### config.mk
export PLATFORM = sky130hd
export DESIGN_NAME = frame_result_tx
export DESIGN_NICKNAME = d
export VERILOG_FILES = /design/src/rtl/fc_result_pkg.sv /design/src/rtl/maj3_debounce.sv /design/src/rtl/frame_result_tx.sv
export SDC_FILE = /design/constraint.sdc
export NUM_CORES = 1
export LEC_CHECK = 0
export BUFFER_PORTS_ARGS = -buffer_cell sky130_fd_sc_hd__buf_2
export CAP_MARGIN = 20
export CORE_MARGIN = 8
export CORE_UTILIZATION = 35
export CTS_CLUSTER_DIAMETER = 80
export DETAILED_ROUTE_END_ITERATION = 12
export HOLD_SLACK_MARGIN = 0.12
export SLEW_MARGIN = 20
export SYNTH_ARGS = -nofsm -noshare
export SYNTH_HDL_FRONTEND = slang
export SYNTH_SLANG_ARGS = --single-unit
export TNS_END_PERCENT = 20
### constraint.sdc
create_clock -name clk -period 1.75 [get_ports clk]
set_clock_uncertainty 0.05 [all_clocks]
set_input_delay 0 -clock clk [delete_from_list [all_inputs] [get_ports clk]]
set_output_delay 0 -clock clk [all_outputs]
set_load 0.05 [all_outputs]
### src/rtl/fc_result_pkg.sv
// fc_result_pkg: shared FSM state type, default score width and decision constants
// for frame_result_tx.
package fc_result_pkg;
    typedef enum logic [1:0] {IDLE, EMIT, GAP} state_t;
    localparam int SCORE_W_DEF = 16;
    localparam logic DEC_AWAKE = 1'b1;
    localparam logic DEC_SLEEP = 1'b0;
    function automatic logic maj3(input logic a, input logic b, input logic c);
        return (a & b) | (a & c) | (b & c);
    endfunction
endpackage

### src/rtl/maj3_debounce.sv
// maj3_debounce: majority-of-3 filter over the current raw decision and the two
// previous accepted ones; history starts as all-awake.
module maj3_debounce
    import fc_result_pkg::*;
(
    input  logic clk,
    input  logic rst_n,
    input  logic i_en,
    input  logic i_raw,
    output logic o_dec
);
    logic [1:0] r_hist;
    always_ff @(posedge clk or negedge rst_n) begin
        if (!rst_n) r_hist <= {DEC_AWAKE, DEC_AWAKE};
        else if (i_en) r_hist <= {r_hist[0], i_raw};
    end
    assign o_dec = maj3(i_raw, r_hist[0], r_hist[1]);
endmodule

### src/rtl/frame_result_tx.sv
// frame_result_tx: turns one FC score pair per frame into a fixed-width valid_out
// pulse plus gap; FRAME_RESULT_DEBOUNCE_EN adds a majority-of-3 decision filter.
module frame_result_tx
    import fc_result_pkg::*;
#(
    parameter int SCORE_W   = SCORE_W_DEF,
    parameter int PULSE_LEN = 2,
    parameter int GAP_LEN   = 1
) (
    input  logic               clk,
    input  logic               rst_n,
    input  logic               in_valid,
    output logic               in_ready,
    input  logic [SCORE_W-1:0] score_awake,
    input  logic [SCORE_W-1:0] score_sleep,
    output logic               valid_out,
    output logic               data_out,
    output logic [15:0]        frame_cnt
);
    localparam int MAX_LEN = (PULSE_LEN > GAP_LEN) ? PULSE_LEN : GAP_LEN;
    localparam int CNT_W   = (MAX_LEN > 1) ? $clog2(MAX_LEN) : 1;

    state_t           r_state;
    logic [CNT_W-1:0] r_cnt;
    logic             r_valid;
    logic             r_data;
    logic [15:0]      r_frame_cnt;
    logic             w_accept;
    logic             w_raw;
    logic             w_dec;

    assign in_ready  = (r_state == IDLE);
    assign w_accept  = in_valid && in_ready;
    assign w_raw     = ($signed(score_awake) >= $signed(score_sleep)) ? DEC_AWAKE : DEC_SLEEP;
    assign valid_out = r_valid;
    assign data_out  = r_data;
    assign frame_cnt = r_frame_cnt;

`ifdef FRAME_RESULT_DEBOUNCE_EN
    maj3_debounce u_deb (
        .clk   (clk),
        .rst_n (rst_n),
        .i_en  (w_accept),
        .i_raw (w_raw),
        .o_dec (w_dec)
    );
`else
    assign w_dec = w_raw;
`endif

    // One down-counter times both the pulse and the gap phases.
    always_ff @(posedge clk or negedge rst_n) begin
        if (!rst_n) begin
            r_state     <= IDLE;
            r_cnt       <= '0;
            r_valid     <= 1'b0;
            r_data      <= 1'b0;
            r_frame_cnt <= '0;
        end else begin
            case (r_state)
                IDLE: if (w_accept) begin
                    r_state     <= EMIT;
                    r_valid     <= 1'b1;
                    r_data      <= w_dec;
                    r_cnt       <= CNT_W'(PULSE_LEN - 1);
                    r_frame_cnt <= r_frame_cnt + 16'd1;
                end
                EMIT: if (r_cnt == '0) begin
                    r_state <= GAP;
                    r_valid <= 1'b0;
                    r_cnt   <= CNT_W'(GAP_LEN - 1);
                end else begin
                    r_cnt <= r_cnt - CNT_W'(1);
                end
                GAP: if (r_cnt == '0) r_state <= IDLE;
                     else r_cnt <= r_cnt - CNT_W'(1);
                default: r_state <= IDLE;
            endcase
        end
    end
endmodule

==> flow_summary.ini <==
[worst_setup_path]
critPathRequiredTime_ns = 1.88
reg2reg_depth = 7
cp-start-kind = flop
crit_path_end_kind = flop
worstPathArrival_ns = 1.78
rrSetupSlack_ns = 0.1
path_class = flop to flop
worstReg2RegEnd = frame_cnt[14]
timing.rr.start = r_state[0]
cp_max_fo = 6

[worst_hold_path]
hold_path.class = input port to flop
min-delay-start = score_awake[15]
min_to = data_out
min_path_cells = 4

[global_routing]
grt_max_degree = 22
grt_antenna_before_repair = 0
overflow = 0
grt_usage = 0.100
grt_pass1_vias = 1258
grt_pass1_wl_microns = 5300

[sta]
relSlewSlack = 0.682
max_freq_mhz = 605
period_share = 0.944
setup_viol = 0
holdWs_ns = 0.149
slew_violations = 0
fin_ws_ns = 0.0977
setup_tns_ns = 0
fin_crit_ns = 1.65
rsz0062_at_grt = false
worst_pin_slew_ns = 0.477
hold_viol_final = 0

[clocking]
cts_tree = done
cts.path.max_buffers = 2
clk_latency_ns = 0.25
path_clk_slew_ns = 0.08
htree_levels = 1
cts.sinks = 21
cts_setup_buffers = 0
cts_made_buffers = 3
root_buffer = clkbuf_8

[power_and_ir_drop]
p_leak_nw = 0.963
total_power_w = 0.00194
vdd_drop_max_mv = 0.329
power_density_nw_per_um2 = 1080

[synth]
synth_top_cell_area_share = 0.380
yosysTopAreaCell = dfrtp_1
synth.most_common_cell = dfrtp_1
synth-seq-cells = 21
syn_nets = 201
syn_inst = 146
synthArstFlopShare = 1.00
synth_edf_count = 0
yosysUniqueCellTypes = 28
synth_ff_type = dfrtp_1
ys_warn_count = 0
netlist_top_cells_area = dfrtp_1 (38%), ha_1 (18%), xnor2_1 (7.0%), inv_1 (5.4%), nand4_1 (3.6%)
synth.cell_area_sq_um = 1380
synthTopCellsByCount = dfrtp_1 (21), ha_1 (20), inv_1 (20)
yosysSeqAreaShare = 0.380
syn_avg_cell_area_sq_um = 9.48

[floorplan]
start_util = 0.354
fp.coreArea_sq_um = 3910
num_rows = 23
io_pins = 54
die_h_microns = 78.9
die_area_sq_um = 6220
fp.dieW_microns = 78.9

[finish]
area_growth_pct = 29.8
final_layout_size_suffix_gt1_frac = 0.335
layout.cells.non_filler = 256
diodes = 0
layout.nets = 262

[drt]
routed_wirelength_microns = 3060
post_drt_wl_per_cell_microns = 11.9
drtIter0Drc = 18
dr.pass1.iters = 4
via_per_inst = 4.66
drc = 0
antenna_left = 0
via_count = 1192

[job]
maxCapViolations = 0

[placed_design]
port_buffers = 53
pre_cts_slack_ns = 0.0321
hpwlAfterDp_microns = 2580
place.gp.congestion = 0.820
dp_cells = 250

[outcome]
outcome = completed
state kept, by name (all words and copies together), names as in the netlist:
register,count
data_out,1
frame_cnt,16
r_cnt,1
r_state,2
valid_out,1
worst max-delay path by stage:
stage,end,startpoint,slack (ns)
6_report,frame_cnt[14],r_state[0],0.1
5_1_grt,data_out,r_state[0],0.003
4_1_cts,data_out,r_state[0],0.003
3_5_place_dp,data_out,r_state[0],0.03
3_3_place_gp,frame_cnt[14],r_state[0],0.11
2_1_floorplan,frame_cnt[12],r_state[0],0.008
placed cells by master (no fill, tap or decap), types with 4 or more instances in the layout:
| cell type | n |
|---|---|
| inv_1 | 19 |
| xnor2_1 | 11 |
| nand2_1 | 13 |
| nand4_1 | 8 |
| a21oi_1 | 8 |
| dfrtp_1 | 21 |
| ha_1 | 19 |
| nor2_1 | 9 |
| o21ai_0 | 6 |
| buf_2 | 53 |
| xor2_1 | 4 |
what timing repair did:
item,in CTS,in global routing
setup endpoints to repair,0,4
hold buffers,2,0
gates resized for setup,0,2
hold endpoints to repair,26,0
metrics by stage:
stage	utilization	instance area (sq um)
final	0.459	1800
after global routing	0.459	1800
after CTS	0.458	1790
after detailed placement	0.441	1730
after global placement	0.441	1730
after floorplan	-	1400
worst max-delay path, stage by stage (launching register included):
cell and delay (ns):
dfrtp_1 0.41, inv_1 0.12, ha_4 0.15, and2_2 0.19
and4_4 0.28, nand3_4 0.09, nor2_1 0.15, xnor2_1 0.13
cell families after synthesis:
kind of cell	share of synthesized area
AND/OR/NAND/NOR	0.183
AO/OA/AOI/OAI	0.0995
buffers and inverters	0.0624
flip-flops	0.380
adder cells (fa/ha/maj)	0.181
XOR/XNOR	0.0949
per-layer routing:
layer	GRT usage	up-vias	routed length, microns
li1	-	616	-
met3	0.0384	4	278
met4	0.0259	0	37
met2	0.159	42	1310
met1	0.124	530	1430
met5	0	-	0
where the power goes:
group          internal (W)  switching [W]  leakage (nW)
Combinational      0.000293       0.000608         0.669
Sequential         0.000597       0.000127         0.269
Clock              0.000158       0.000153        0.0255
Total               0.00105       0.000888         0.963
layout make-up:
class	count	area [sq um]
Tap cell	50	62.6
Inverter	20	75.1
Multi-Input combinational cell	104	787
Sequential cell	21	526
Fill cell	412	2120
Clock buffer	3	41.3
Clock inverter	1	5.00
Timing Repair Buffer	57	300
Power figures use the tool's default switching activity.
